### src/rtl/fft_pkg.sv
// Shared FFT front-end types: frame geometry defaults and sample/frame typedefs.
// Also used by FFT_step1 and ButterflyUnit, so the defaults here set the system geometry.
package fft_pkg;

   localparam int DEF_SAMPLES = 8;
   localparam int DEF_WIDTH   = 3;
   localparam int IDX_W       = $clog2(DEF_SAMPLES);

   typedef logic [DEF_WIDTH-1:0]     sample_t;
   typedef sample_t [DEF_SAMPLES-1:0] frame_t;

endpackage

### src/rtl/fft_sample_framer_if.sv
// Streaming-in / frame-out bus of the sample framer.
// The slave side is the framer; the master side drives samples and consumes frames.
interface fft_sample_framer_if
   import fft_pkg::*;
#(
   parameter int SAMPLES = DEF_SAMPLES,
   parameter int WIDTH   = DEF_WIDTH
);
   logic [WIDTH-1:0]              in_sample;
   logic                          in_valid;
   logic                          in_sof;
   logic                          in_ready;
   logic [SAMPLES-1:0][WIDTH-1:0] sampleInputs;
   logic                          frame_valid;
   logic                          frame_ready;
   logic                          sof_error;
   logic [15:0]                   frame_count;

   modport master (
      output in_sample, in_valid, in_sof, frame_ready,
      input  in_ready, sampleInputs, frame_valid, sof_error, frame_count
   );

   modport slave (
      input  in_sample, in_valid, in_sof, frame_ready,
      output in_ready, sampleInputs, frame_valid, sof_error, frame_count
   );
endinterface

### src/rtl/fft_frame_bank.sv
// One frame buffer: indexed write port, full flag with set/clear, whole-frame parallel read.
module fft_frame_bank
   import fft_pkg::*;
#(
   parameter int SAMPLES = DEF_SAMPLES,
   parameter int WIDTH   = DEF_WIDTH,
   localparam int IW     = $clog2(SAMPLES)
) (
   input  logic                          clk,
   input  logic                          reset_n,
   input  logic                          wr_en_i,
   input  logic [IW-1:0]                 wr_idx_i,
   input  logic [WIDTH-1:0]              wr_data_i,
   input  logic                          set_full_i,
   input  logic                          clr_full_i,
   output logic                          full_o,
   output logic [SAMPLES-1:0][WIDTH-1:0] data_o
);

   logic [SAMPLES-1:0][WIDTH-1:0] data_q, data_d;
   logic                          full_q, full_d;

   // Next-state: write one slot, set full on completion, clear on release.
   always_comb begin
      data_d = data_q;
      full_d = full_q;
      if (wr_en_i) data_d[wr_idx_i] = wr_data_i;
      if (set_full_i)      full_d = 1'b1;
      else if (clr_full_i) full_d = 1'b0;
   end

   // Storage and flag registers; reset empties the bank and zeroes its contents.
   always_ff @(posedge clk) begin
      if (!reset_n) begin
         data_q <= '0;
         full_q <= 1'b0;
      end else begin
         data_q <= data_d;
         full_q <= full_d;
      end
   end

   assign full_o = full_q;
   assign data_o = data_q;

endmodule

### src/rtl/fft_sample_framer.sv
// Ping-pong sample framer: serial samples fill one bank while the other is held for the consumer.
// Holds the write/read bank pointers, write index, handshakes, resync error and frame counter.
module fft_sample_framer
   import fft_pkg::*;
#(
   parameter int SAMPLES = DEF_SAMPLES,
   parameter int WIDTH   = DEF_WIDTH,
   localparam int IW     = $clog2(SAMPLES)
) (
   input  logic               clk,
   input  logic               reset_n,
   fft_sample_framer_if.slave bus
);

   logic [1:0]                          bank_full;
   logic [1:0][SAMPLES-1:0][WIDTH-1:0]  bank_data;
   logic [1:0]                          bank_wr, bank_set, bank_clr;

   logic [IW-1:0] wr_idx_q, wr_idx_d, eff_idx;
   logic          wr_bank_q, wr_bank_d;
   logic          rd_bank_q, rd_bank_d;
   logic          sof_err_q, sof_err_d;
   logic [15:0]   cnt_q, cnt_d;
   logic          accept, complete, release_frm;

   assign bus.in_ready     = reset_n && !bank_full[wr_bank_q];
   assign accept           = bus.in_valid && bus.in_ready;
   // A start-of-frame always lands at slot 0, discarding whatever partial frame was in progress.
   assign eff_idx          = bus.in_sof ? '0 : wr_idx_q;
   assign complete         = accept && (eff_idx == IW'(SAMPLES-1));
   assign bus.frame_valid  = bank_full[rd_bank_q];
   assign release_frm      = bus.frame_valid && bus.frame_ready;
   assign bus.sampleInputs = bank_data[rd_bank_q];
   assign bus.sof_error    = sof_err_q;
   assign bus.frame_count  = cnt_q;

   // Per-bank write, fill-complete and release strobes.
   always_comb begin
      for (int b = 0; b < 2; b++) begin
         bank_wr[b]  = accept      && (wr_bank_q == 1'(b));
         bank_set[b] = complete    && (wr_bank_q == 1'(b));
         bank_clr[b] = release_frm && (rd_bank_q == 1'(b));
      end
   end

   for (genvar b = 0; b < 2; b++) begin : g_bank
      fft_frame_bank #(.SAMPLES(SAMPLES), .WIDTH(WIDTH)) u_bank (
         .clk        (clk),
         .reset_n    (reset_n),
         .wr_en_i    (bank_wr[b]),
         .wr_idx_i   (eff_idx),
         .wr_data_i  (bus.in_sample),
         .set_full_i (bank_set[b]),
         .clr_full_i (bank_clr[b]),
         .full_o     (bank_full[b]),
         .data_o     (bank_data[b])
      );
   end

   // Pointer, resync-error and counter next-state; fill and release may both happen in one cycle.
   always_comb begin
      wr_idx_d  = wr_idx_q;
      wr_bank_d = wr_bank_q;
      rd_bank_d = rd_bank_q;
      sof_err_d = sof_err_q;
      cnt_d     = cnt_q;
      if (accept) begin
         wr_idx_d = eff_idx + 1'b1;   // wraps to 0 after the last slot
         if (bus.in_sof && (wr_idx_q != '0)) sof_err_d = 1'b1;
      end
      if (complete) wr_bank_d = ~wr_bank_q;
      if (release_frm) begin
         rd_bank_d = ~rd_bank_q;
         cnt_d     = cnt_q + 16'd1;
      end
   end

   // Control registers.
   always_ff @(posedge clk) begin
      if (!reset_n) begin
         wr_idx_q  <= '0;
         wr_bank_q <= 1'b0;
         rd_bank_q <= 1'b0;
         sof_err_q <= 1'b0;
         cnt_q     <= '0;
      end else begin
         wr_idx_q  <= wr_idx_d;
         wr_bank_q <= wr_bank_d;
         rd_bank_q <= rd_bank_d;
         sof_err_q <= sof_err_d;
         cnt_q     <= cnt_d;
      end
   end

endmodule

### src/flat_wrapper.sv
// flat-port wrapper written by rule: the top's interface ports become plain ports
module fft_sample_framer_flat import fft_pkg::*;
#(
   parameter int SAMPLES = DEF_SAMPLES,
   parameter int WIDTH   = DEF_WIDTH,
   localparam int IW     = $clog2(SAMPLES)
)
  (clk, reset_n, bus_in_sample, bus_in_valid, bus_in_sof, bus_frame_ready, bus_in_ready, bus_sampleInputs, bus_frame_valid, bus_sof_error, bus_frame_count);
  fft_sample_framer_if #(.SAMPLES(SAMPLES), .WIDTH(WIDTH)) bus_i ();
  input  logic clk;
  input  logic reset_n;
  input wire logic [$bits(bus_i.in_sample)-1:0] bus_in_sample;
  input wire logic [$bits(bus_i.in_valid)-1:0] bus_in_valid;
  input wire logic [$bits(bus_i.in_sof)-1:0] bus_in_sof;
  input wire logic [$bits(bus_i.frame_ready)-1:0] bus_frame_ready;
  output wire logic [$bits(bus_i.in_ready)-1:0] bus_in_ready;
  output wire logic [$bits(bus_i.sampleInputs)-1:0] bus_sampleInputs;
  output wire logic [$bits(bus_i.frame_valid)-1:0] bus_frame_valid;
  output wire logic [$bits(bus_i.sof_error)-1:0] bus_sof_error;
  output wire logic [$bits(bus_i.frame_count)-1:0] bus_frame_count;
  assign bus_i.in_sample = bus_in_sample;
  assign bus_i.in_valid = bus_in_valid;
  assign bus_i.in_sof = bus_in_sof;
  assign bus_i.frame_ready = bus_frame_ready;
  assign bus_in_ready = bus_i.in_ready;
  assign bus_sampleInputs = bus_i.sampleInputs;
  assign bus_frame_valid = bus_i.frame_valid;
  assign bus_sof_error = bus_i.sof_error;
  assign bus_frame_count = bus_i.frame_count;
  fft_sample_framer #(.SAMPLES(SAMPLES), .WIDTH(WIDTH)) u_core (.clk(clk), .reset_n(reset_n), .bus(bus_i));
endmodule
### config.mk
export PLATFORM = sky130hd
export DESIGN_NAME = fft_sample_framer_flat
export DESIGN_NICKNAME = d
export VERILOG_FILES = /design/src/rtl/fft_pkg.sv /design/src/rtl/fft_sample_framer_if.sv /design/src/rtl/fft_frame_bank.sv /design/src/rtl/fft_sample_framer.sv /design/src/flat_wrapper.sv
export SDC_FILE = /design/constraint.sdc
export NUM_CORES = 1
export LEC_CHECK = 0
export CORE_ASPECT_RATIO = 0.7
export CORE_MARGIN = 3
export CORE_UTILIZATION = 65
export CTS_CLUSTER_DIAMETER = 40
export CTS_CLUSTER_SIZE = 30
export DETAILED_ROUTE_END_ITERATION = 16
export DONT_BUFFER_PORTS = 1
export PLACE_DENSITY = 0.87
export SLEW_MARGIN = 20
export SYNTH_ARGS = -nofsm -noshare
export SYNTH_HDL_FRONTEND = slang
export SYNTH_SLANG_ARGS = --single-unit
### constraint.sdc
create_clock -name clk -period 3.3 [get_ports clk]
set_clock_uncertainty 0.2 [all_clocks]
set_input_delay 0.33 -clock clk [delete_from_list [all_inputs] [get_ports clk]]
set_output_delay 0.33 -clock clk [all_outputs]
set_load 0.02 [all_outputs]
=== Yosys cells after proc, flatten, opt, wreduce, memory -nomap -nowiden ===
Cells that the tools add are included.

* Register bits after elaboration: 72
* Word-level logic and storage cells: 64

* Add/sub/neg operators: 2
* Magnitude comparators: 4
* Equality and inequality tests: 1
* Mux-type cells: 15
* Bitwise logic cells: 2
* Reductions and logical operators: 17

{| class="wikitable"
|+ Operators with widths
! cell !! number
|-
| $bwmux W24 || 2
|-
| $mux W24 || 2
|-
| $add A16 B1 Y16 const B || 1
|-
| $logic_and A1 B1 Y1 || 12
|-
| $demux W3 S3 || 1
|-
| $mux W1 || 8
|-
| $mux W3 || 2
|-
| $lt A1 B2 Y1 const B || 2
|-
| $lt A3 B4 Y1 const B || 1
|-
| $reduce_bool A2 Y1 || 2
|-
| $add A3 B1 Y3 const B || 1
|-
| $eq A3 B3 Y1 const B || 1
|-
| $ge A3 B1 Y1 const B || 1
|-
| $reduce_bool A3 Y1 || 1
|-
| $not A1 Y1 || 2
|-
| $reduce_and A2 Y1 || 1
|-
| $logic_not A1 Y1 || 1
|}

=== Depth between registers and ports, before layout ===
Gate-level depths: netlist (run 1).

* Word-level depth: 8
* Gate-level depth with buffers: 7
* Gate-level depth less buffers: 6

=== Cells and area by module ===
From an unflattened synthesis (run 1), not the netlist that was laid out.

* Cells, all modules: 325
* Area total of the unflattened synthesis: 3,290.7 um2

{| class="wikitable"
|+ By module, submodules not included
! module !! instances !! cells an instance !! area each (um2)
|-
| fft_frame_bank || 2 || 89 || 977.2
|-
| fft_sample_framer || 1 || 147 || 1,336.3
|}

=== Least setup slack after synthesis (run 1) ===
No wires, ideal clock.

* Kind: register -> register
* Start: reg u_core.cnt_q[3], in the netlist u_core.bus.frame_count[3]
* End: reg u_core.cnt_q[15], in the netlist u_core.bus.frame_count[15]
* Arrival: 1.697 ns
* Data required time: 3.030 ns
* Slack: 1.332 ns
* Stages on the path, launching flop included: 5
* Buffers on the path: 0
* Clock period less this slack: 1.968 ns
* Cells stage by stage: dfxtp_1 -> nand3_1 -> or3_4 -> or4_1 -> a21oi_1

* Word-level cells in the longest chain between the ends: 1

{| class="wikitable"
|+ Ends and longest elaborated chain
! element !! line !! source
|-
| start: declaration || fft_sample_framer.sv:23 || <nowiki>logic [15:0] cnt_q, cnt_d;</nowiki>
|-
| start signal: assignment || fft_sample_framer.sv:91 || <nowiki>cnt_q <= cnt_d;</nowiki>
|-
| $add A16 B1 Y16 || fft_sample_framer.sv:74 || <nowiki>cnt_d = cnt_q + 16'd1;</nowiki>
|}

No other way between the ends.
A chain may end at the register's enable or synchronous reset.

=== Worst setup path after layout (run 1) ===
* Start: reg u_core.rd_bank_q
* End: reg u_core.g_bank[1].u_bank.full_q

* Word-level cells in the longest chain between the ends: 5

{| class="wikitable"
|+ Ends and longest elaborated chain
! element !! line !! source
|-
| start: declaration || fft_sample_framer.sv:21 || <nowiki>logic rd_bank_q, rd_bank_d;</nowiki>
|-
| start signal: assignment || fft_sample_framer.sv:89 || <nowiki>rd_bank_q <= rd_bank_d;</nowiki>
|-
| $mux W1 (not written as such) (2 in series) || fft_sample_framer.sv:31 || <nowiki>assign bus.frame_valid = bank_full[rd_bank_q];</nowiki>
|-
| $logic_and A1 B1 Y1 || fft_sample_framer.sv:32 || <nowiki>assign release_frm = bus.frame_valid && bus.frame_ready;</nowiki>
|-
| $logic_and A1 B1 Y1 * || fft_sample_framer.sv:42 || <nowiki>bank_clr[b] = release_frm && (rd_bank_q == 1'(b));</nowiki>
|-
| $reduce_bool A2 Y1 (no line) * || - ||
|-
| end signal: assignment || fft_frame_bank.sv:39 || <nowiki>full_q <= full_d;</nowiki>
|-
| end: declaration || fft_frame_bank.sv:21 || <nowiki>logic full_q, full_d;</nowiki>
|}

Mark *: on every way between the ends. The rest lies on a longest branch, timed or not. The select of a mux whose other input is x is not followed.

==> impl_metrics.toml, run 1 <==
[routing]
drtAntennaViolNets = 0
viasPerCell = 6.069
wl_per_cell_um = 17.24
dr.first_iter.drc_count = 166
vias = 2452
wl_um = 6965
drc = 0
drtPass1Iterations = 4

[logic_synthesis]
yosysWarnings = 0
yosysMostFrequentCell = "dfxtp_1"
synth_area_leaders = "dfxtp_1, mux2i_1, mux2_2"
synth-seq-cells = 72
syn-num-nets = 346
yosysTopAreaCellShare = 0.4489
yosysSeqAreaShare = 0.4489
async_flop_share = 0
ys_top_cells_by_count = "dfxtp_1, nor2_1, mux2i_1"
synth_area_per_cell_um2 = 9.584
syn-instance-count = 335
synth_edf_count = 0
yosys.area.top_type = "dfxtp_1"
synthFlopType = "dfxtp_1"
synth_cell_types = 36
synthesis.area_um2 = 3211

[die]
ioPinCount = 51
rows = 20
initial_core_util = 0.7049
core_region_area_um2 = 4554
fp.dieW_um = 90
die_area_um2 = 5832
die-height_um = 64.80

[critical_path]
crit_required_ns = 3.34
arrival_ns = 2.44
crit_fanout = 27
r2r_setup_slack_ns = 0.90
cp-start-kind = "flip-flop"
rr_worst_depth = 6
critical_path_class = "flip-flop to flip-flop"
rr_startpoint = "u_core.rd_bank_q"
crit_path_end_kind = "flip-flop"
reg2reg_to = "u_core.g_bank[1].u_bank.full_o"

[power_and_ir_drop]
comb_power_share = 0.034
pwr_density_cell_nw_per_um2 = 461.8
ir_drop_mv = 0.3290
sequentialPowerShare = 0.545
p_leak_nw = 1.504
clockPowerShare = 0.421
netSwitchingFraction = 0.2213
p_sw_uw = 355.5
p_int_mw = 1.251

[timing]
hold_ws_ns = 0.03130
fin_crit_sh = 0.7269
tightest_slew_ns = 1.058
finalCriticalPeriod_ns = 2.399
setup_viol = 0
drv_slew = 0
slew_headroom = 0.2848
fmax_mhz = 416.9
rsz0062_at_grt = "no"
hold_viol = 0
setup-tns-final_ns = 0

[final_layout]
fin_cells = 404
fin_util = 0.7637
final_cell_area_um2 = 3478
multi_input_area_um2 = 1658
ff_latch_area_um2 = 1441
drive_gt1_frac = 0.1246
syn2layout_area_growth_pct = 8.340
num-nets-final = 344
fillCellCount = 322

[clocking]
cts_root_buf = "clkbuf_8"
cts_hold_buf = 8
post-cts-setup-buffers = 0
cts_resized = 0
clk_path_buf_depth = 2
clk_pin_slew_ns = 0.07
clock_sinks = 72
cts_tree = "built"
worstSkewPairLatency_ns = 0.35
htreeDepth = 3
numCtsBuffers = 9

[global_routing]
antenna_found_initial = 2
grt_pass1_wl_um = 11830
grt_max_degree = 71
grt-ovfl-total = 0
grt.total_usage = 0.2575
grt_pass1_vias = 2367

[status]
status = "complete, no violations"

[min_path]
worst_hold_startpoint = "bus_frame_ready"
hp-class = "input port to flip-flop"
hold_end = "u_core.rd_bank_q"
hold_path_depth = 2

[place]
hpwlAfterDp_um = 4339
gp_congestion = 0.8480
numPortBuffers = 0
dpl-instance-area_um2 = 3208
dp_cells = 380

[job]
cap_violations = 0
## layout make-up
class | instances | area share
Antenna cell | 1 | 0.0007194
Inverter | 5 | 0.005755
Tap cell | 66 | 0.02374
Sequential cell | 72 | 0.4144
Timing Repair Buffer | 9 | 0.02518
Clock buffer | 11 | 0.04065
Clock inverter | 4 | 0.01295
Multi-Input combinational cell | 236 | 0.4766
## per-stage QoR
| stage | total power [mW] | setup WS [ns] |
|---|---|---|
| floorplan | 0.9341 | 1.332 |
| global placement | 0.9315 | 1.199 |
| detailed placement | 0.9319 | 1.120 |
| CTS | 1.616 | 0.9175 |
| global route | 1.663 | 0.8063 |
| finish | 1.606 | 0.9011 |
## critical path, cell delays in order, from the launching register on
cell and delay (ns):
dfxtp_1 0.37, buf_4 0.37, nand3_1 0.13, nand2_1 0.09
dlygate4sd3_1 0.55, nor2_1 0.04, dlygate4sd3_1 0.54
## registers in the layout (all words and copies together) (netlist names)
register                     cells
u_core.g_bank.u_bank.data_o     48
u_core.bus.sof_error             1
u_core.wr_idx_q                  3
u_core.g_bank.u_bank.full_o      2
u_core.wr_bank_q                 1
u_core.rd_bank_q                 1
u_core.bus.frame_count          16
## worst max-delay path by stage
stage	startpoint	endpoint	slack, ns	depth (start not counted)
finish	u_core.rd_bank_q	u_core.g_bank[1].u_bank.full_o	0.90	6
global route	u_core.rd_bank_q	u_core.g_bank[1].u_bank.full_o	0.81	6
CTS	u_core.rd_bank_q	u_core.g_bank[1].u_bank.full_o	0.92	6
global placement	u_core.bus.frame_count[3]	u_core.bus.frame_count[15]	1.20	4
floorplan	u_core.bus.frame_count[3]	u_core.bus.frame_count[15]	1.33	4
detailed placement	u_core.wr_idx_q[0]	u_core.g_bank[0].u_bank.data_o[14]	1.12	4
## logic make-up (layout without fill, tap and decap cells)
kind of cell	after synthesis	count (layout)	synth area share
other	0	1	0
and+or+nand+nor	125	125	0.1898
adders and majority gates	3	3	0.01169
xor gates and xnor gates	10	10	0.02728
buffers and inverters	27	29	0.03468
DFF	72	72	0.4489
muxes	76	76	0.2475
AOI/OAI and AO/OA	22	22	0.04014
## layer usage
metal / GRT usage / wire length (um) / part of all wire / vias up
li1: - / - / - / 1166
met1: 0.3336 / 3164 / 0.45 / 1177
met2: 0.3767 / 3077 / 0.44 / 89
met3: 0.1172 / 593 / 0.085 / 18
met4: 0.09733 / 116 / 0.017 / 2
met5: 0 / 13 / 0.0019 / -
## power by group through the flow
stage	clock network (mW)	registers [mW]	logic (mW)
final	0.676	0.875	0.0547
after global routing	0.728	0.875	0.0597
after CTS	0.686	0.875	0.0542
after detailed placement	0	0.895	0.0367
after global placement	0	0.895	0.0366
after floorplan	0	0.894	0.0401
## cells in the final DEF (no fill, tap or decap), types with 5 or more instances in the layout
cell           count
nor2b_1            6
mux2_2            24
mux2i_1           51
dlygate4sd3_1      8
dfxtp_1           72
nor2_1            63
nand3_1           19
a21oi_1            9
xnor2_1            7
nand2_1            5
clkbuf_8          10
o21ai_0            6
nand4_1            6
or3_1              5
Power figures use the tool's default switching activity.
==> inputs of run 2 (changes only) <==
- CORE_UTILIZATION: 65 -> 56
- PLACE_DENSITY: 0.87 -> 0.8
- clock period: 3.3 -> 2.2 ns (I/O delays scaled with it)
==> run 2 against run 1 <==
Against the previous run:
- wire length fell by 1.2%
- sequential power rose by 50%
- sequential share of layout area fell by 1.9 points
- flip-flop and latch count did not move
- global-route usage fell by 3.7 points
- non-clock buffer count rose by 17
- hold slack improved by 0.0029 ns
- critical path depth fell by 4
- total power rose by 54%
- critical endpoint is now bus_sampleInputs[7]
- largest power group unchanged
==> impl_metrics.toml, run 2 (same netlist as run 1, synthesis figures left out) <==
[status]
status = "complete, no violations"

[critical_path]
arrival_ns = 1.53
cp-start-kind = "flip-flop"
crit_family = "multiplexers"
crit_fanout = 27
crit_buf_inv = 1
rr_worst_depth = 4
crit_path_end_kind = "output port"
slowest_stage = "mux2_2"
path_cells = "buf_4 -> mux2_2"
critical_path_class = "flip-flop to output port"
rr_startpoint = "u_core.wr_bank_q"
cpPeakStageDelay_ns = 0.45
crit_required_ns = 1.78
reg2reg_to = "u_core.wr_idx_q[0]"
r2r_setup_slack_ns = 0.25

[routing]
wl_um = 6878
viasPerCell = 5.681
drtPass1Iterations = 4
drtAntennaViolNets = 0
drc = 0
wl_per_cell_um = 16.11
dr.first_iter.drc_count = 135
vias = 2426

[timing]
slew_headroom = 0.5138
setup_viol = 0
tightest_slew_ns = 0.7269
rsz0062_at_grt = "no"
finalCriticalPeriod_ns = 1.954
setup-tns-final_ns = 0
fin_crit_sh = 0.8883
drv_slew = 0
finalWorstSetupSlack_ns = 0.2458
hold_viol = 0
fmax_mhz = 511.7

[power_and_ir_drop]
p_leak_nw = 1.598
ir_drop_mv = 0.4756
pwr_density_cell_nw_per_um2 = 680.2
finalPower_mw = 2.479

[final_layout]
drive_gt1_frac = 0.1690
fillCellCount = 438
final_cell_area_um2 = 3645
syn2layout_area_growth_pct = 13.52
num-nets-final = 361
final_cell_mix = "dfxtp_1, nor2_1, mux2i_1"
fin_cells = 427
largest_reg_flops = 48
diodes = 0
final_common_cell = "dfxtp_1"

[min_path]
hold_end = "u_core.wr_idx_q[1]"
worst_hold_startpoint = "reset_n"
hp-class = "input port to flip-flop"
hold_path_depth = 3

[die]
die-height_um = 69.35
initial_core_util = 0.5951
core_region_area_um2 = 5395
rows = 22
die_area_um2 = 6692
fp.dieW_um = 96.50
ioPinCount = 51

[clocking]
numCtsBuffers = 9
cts_root_buf = "clkbuf_8"
cts_tree = "built"
worstSkewPairLatency_ns = 0.35
clk_path_buf_depth = 2
clock_sinks = 72
post-cts-setup-buffers = 0
clk_pin_slew_ns = 0.08
htreeDepth = 3

[global_routing]
grt.total_usage = 0.2203
grt_max_degree = 57
grt_pass1_wl_um = 11650
grt_pass1_vias = 2324
antenna_found_initial = 0
grt-ovfl-total = 0

[place]
dpl-instance-area_um2 = 3348
hpwlAfterDp_um = 4565
gp_congestion = 0.9668
dp_cells = 402
place_ws_ns = 0.2805
numPortBuffers = 0

[job]
cap_violations = 0
run 2: changes by cell type in the layout (fill, tap and decap cells not counted), sizes merged:
cell and delta:
clkinvlp +2, dlygate4sd3 +1, clkinv -2, inv +1, buf +16, diode -1
run 2: worst max path at each step:
stage | start | slack [ns] | end | cells after the start
6_report | u_core.rd_bank_q | 0.25 | bus_sampleInputs[7] | 2
4_1_cts | u_core.rd_bank_q | 0.22 | bus_sampleInputs[7] | 2
5_1_grt | u_core.wr_bank_q | 0.07 | u_core.wr_idx_q[0] | 4
3_3_place_gp | u_core.bus.frame_count[4] | 0.38 | u_core.bus.frame_count[15] | 4
2_1_floorplan | u_core.bus.frame_count[3] | 0.23 | u_core.bus.frame_count[15] | 4
3_5_place_dp | u_core.bus.frame_count[4] | 0.28 | u_core.bus.frame_count[15] | 4
run 2: layer usage:
metal / up-vias / global-route usage / routed length [um]
met5: - / 0 / 0
met1: 1152 / 0.3041 / 3321
met4: 0 / 0.05288 / 39
met2: 68 / 0.3211 / 3026
li1: 1202 / - / -
met3: 4 / 0.08894 / 491
run 2: cell type report:
type | instances | area, um2 | area share
clock buffer | 11 | 151.4 | 0.04154
tap | 72 | 90.09 | 0.02472
multi-input combinational | 236 | 1658 | 0.4549
timing repair buffer | 26 | 230.2 | 0.06317
clock inverter | 5 | 55.05 | 0.01510
inverter | 5 | 18.77 | 0.005149
sequential | 72 | 1441 | 0.3955
run 2: metrics by stage:
step	utilization	hold slack, ns
2_1_floorplan	-	0.1639
3_3_place_gp	0.6206	0.1315
3_5_place_dp	0.6206	0.1401
4_1_cts	0.6756	0.01713
5_1_grt	0.6756	0.05422
6_report	0.6756	0.03420
run 2: worst register-to-register path, cell delays in order, from the launching register on:
cell	delay (ns)
dfxtp_1	0.41
mux2i_1	0.36
a31oi_1	0.13
a311oi_1	0.23
dlygate4sd3_1	0.58
run 2: where the power goes:
| group | switching (mW) | total (mW) | internal, mW |
|---|---|---|---|
| clock network | 0.493 | 1.08 | 0.582 |
| logic | 0.0591 | 0.0914 | 0.0323 |
| registers | 0.00492 | 1.31 | 1.31 |
| total | 0.558 | 2.48 | 1.92 |
run 2: what timing repair did:
item | in CTS | in global routing
hold buffers | 9 | 0
resized for setup | 0 | 0
endpoints found under the hold margin | 64 | 0
==> inputs of run 3 (changes only) <==
- ABC_CLOCK_PERIOD_IN_PS: default -> 2200
- CELL_PAD_IN_SITES_DETAIL_PLACEMENT: default -> 1
- CELL_PAD_IN_SITES_GLOBAL_PLACEMENT: default -> 2
- CORE_UTILIZATION: 56 -> 35
==> run 3 against run 2 <==
Against the previous run:
- via count grew 1.7%
- sequential power is essentially flat
- register-to-register slack lost 0.05 ns
- non-clock buffer count grew 1
- sequential share of layout area shrank 1.2 points
- global-route usage shrank 4.3 points
- combinational power grew 0.5%
- die area grew 55%
- largest power group unchanged
==> impl_metrics.toml, run 3 (same netlist as run 1, synthesis figures left out) <==
[timing]
setup-tns-final_ns = 0
tightest_slew_ns = 0.7445
hold_ws_ns = 0.0007039
hold_viol = 0
fin_crit_sh = 0.9105
finalCriticalPeriod_ns = 2.003
drv_slew = 0
setup_viol = 0
slew_headroom = 0.5020
rsz0062_at_grt = "no"
fmax_mhz = 499.2

[critical_path]
path_cells = "ha_1 -> nand3_1 -> or3_1 -> or3_1 -> a21oi_1"
critical_path_class = "flip-flop to flip-flop"
arrival_ns = 2.06
cpPeakStageDelay_ns = 0.43
crit_family = "simple AND/OR/NAND/NOR gates"
slowest_stage = "dfxtp_1"
crit_buf_inv = 0
crit_fanout = 5
cp_common_cell = "or3_1"
cp-start-kind = "flip-flop"
crit_required_ns = 2.26
crit_path_end_kind = "flip-flop"

[job]
cap_violations = 0

[clocking]
numCtsBuffers = 9
cts_tree = "built"
cts_root_buf = "clkbuf_16"
htreeDepth = 3
post-cts-setup-buffers = 0
clock_sinks = 72
worstSkewPairLatency_ns = 0.33
clk_pin_slew_ns = 0.05
clk_path_buf_depth = 2

[final_layout]
largest_reg_flops = 48
fin_cells = 474
syn2layout_area_growth_pct = 16.99
num-nets-final = 362
diodes = 0
final_common_cell = "dfxtp_1"
drive_gt1_frac = 0.1638
final_cell_mix = "dfxtp_1, nor2_1, mux2i_1"

[die]
fp.dieW_um = 120.5
die_area_um2 = 10380
ioPinCount = 51
core_region_area_um2 = 8688
rows = 28
die-height_um = 86.13
initial_core_util = 0.3695

[routing]
drtAntennaViolNets = 0
drc = 0
drtPass1Iterations = 4
viasPerCell = 5.207
dr.first_iter.drc_count = 95
vias = 2468
wl_per_cell_um = 18.05
wl_um = 8555

[global_routing]
grt_pass1_vias = 2689
grt_max_degree = 54
grt.total_usage = 0.1769
grt_pass1_wl_um = 14390
grt-ovfl-total = 0
antenna_found_initial = 0

[power_and_ir_drop]
p_leak_nw = 1.627
pwr_density_cell_nw_per_um2 = 720.8
ir_drop_mv = 0.4435
clockPowerShare = 0.480
p_sw_uw = 587.3
p_int_mw = 2.120
netSwitchingFraction = 0.2169
sequentialPowerShare = 0.486
comb_power_share = 0.034

[place]
dp_cells = 453
numPortBuffers = 0
hpwlAfterDp_um = 5764
gp_congestion = 0.7705

[min_path]
hp-class = "input port to flip-flop"

[status]
status = "complete, no violations"
[run 3: changes by cell type in the layout (fill, tap and decap cells not counted)]
cell,change
buf_4,+3
bufinv_16,-1
clkbuf_1,+3
clkbuf_16,+9
clkbuf_8,-10
clkinv_2,-1
clkinvlp_4,-2
dlygate4sd3_1,-2
[run 3: tightest hold or removal path, cell delays in order]
cell and delay (ns):
inv_1 0.04, o21ai_0 0.14, a21oi_1 0.07
[run 3: stage by stage]
stage	total power [mW]	util	worst slack, ns	area [um2]
2_1_floorplan	1.401	-	0.2325	3211
3_3_place_gp	1.406	0.3949	0.3621	3431
3_5_place_dp	1.407	0.3949	0.2154	3431
4_1_cts	2.741	0.4323	0.1989	3756
5_1_grt	2.810	0.4323	0.04814	3756
6_report	2.707	0.4323	0.1969	3756
[run 3: what timing repair did]
item                      in CTS  in global routing
hold endpoints to repair      58                  0
hold buffers                   7                  0
resized for setup              0                  0
[run 3: path summary, 6_finish.rpt]
| kind | start | endpoint | slack (ns) | cells after the start |
|---|---|---|---|---|
| worst max-delay path | u_core.bus.frame_count[0] | u_core.bus.frame_count[14] | 0.20 | 5 |
| worst min-delay path | bus_frame_ready | u_core.g_bank[0].u_bank.full_o | 0.0007 | 3 |
| worst max register to register | u_core.bus.frame_count[0] | u_core.bus.frame_count[14] | 0.20 | 5 |
| worst min register to register | u_core.g_bank[0].u_bank.data_o[15] | u_core.g_bank[0].u_bank.data_o[15] | 0.29 | 2 |
[run 3: power by group through the flow]
stage | logic, mW | registers (mW) | clock network [mW]
final | 0.0919 | 1.32 | 1.30
after global routing | 0.102 | 1.32 | 1.39
after CTS | 0.0934 | 1.31 | 1.33
after detailed placement | 0.0637 | 1.34 | 0
after global placement | 0.0629 | 1.34 | 0
after floorplan | 0.0601 | 1.34 | 0
[run 3: cell type report]
cell class,instances,area [um2]
repair buffers,27,232.7
multi-input cells,236,1658
inverters,5,18.77
clock buffers,13,250.2
fillers,1024,4932
flip-flops and latches,72,1441
clock inverters,1,5.005
well taps,120,150.1
[run 3: layer usage]
metal  up-vias  wire (um)  track usage  share of wire
met5         -          0            0              0
met4         0        112      0.04835          0.013
met3        11        407      0.06394          0.048
met2        38       3799       0.2737           0.44
met1      1214       4235       0.2342           0.50
li1       1205          -            -              -
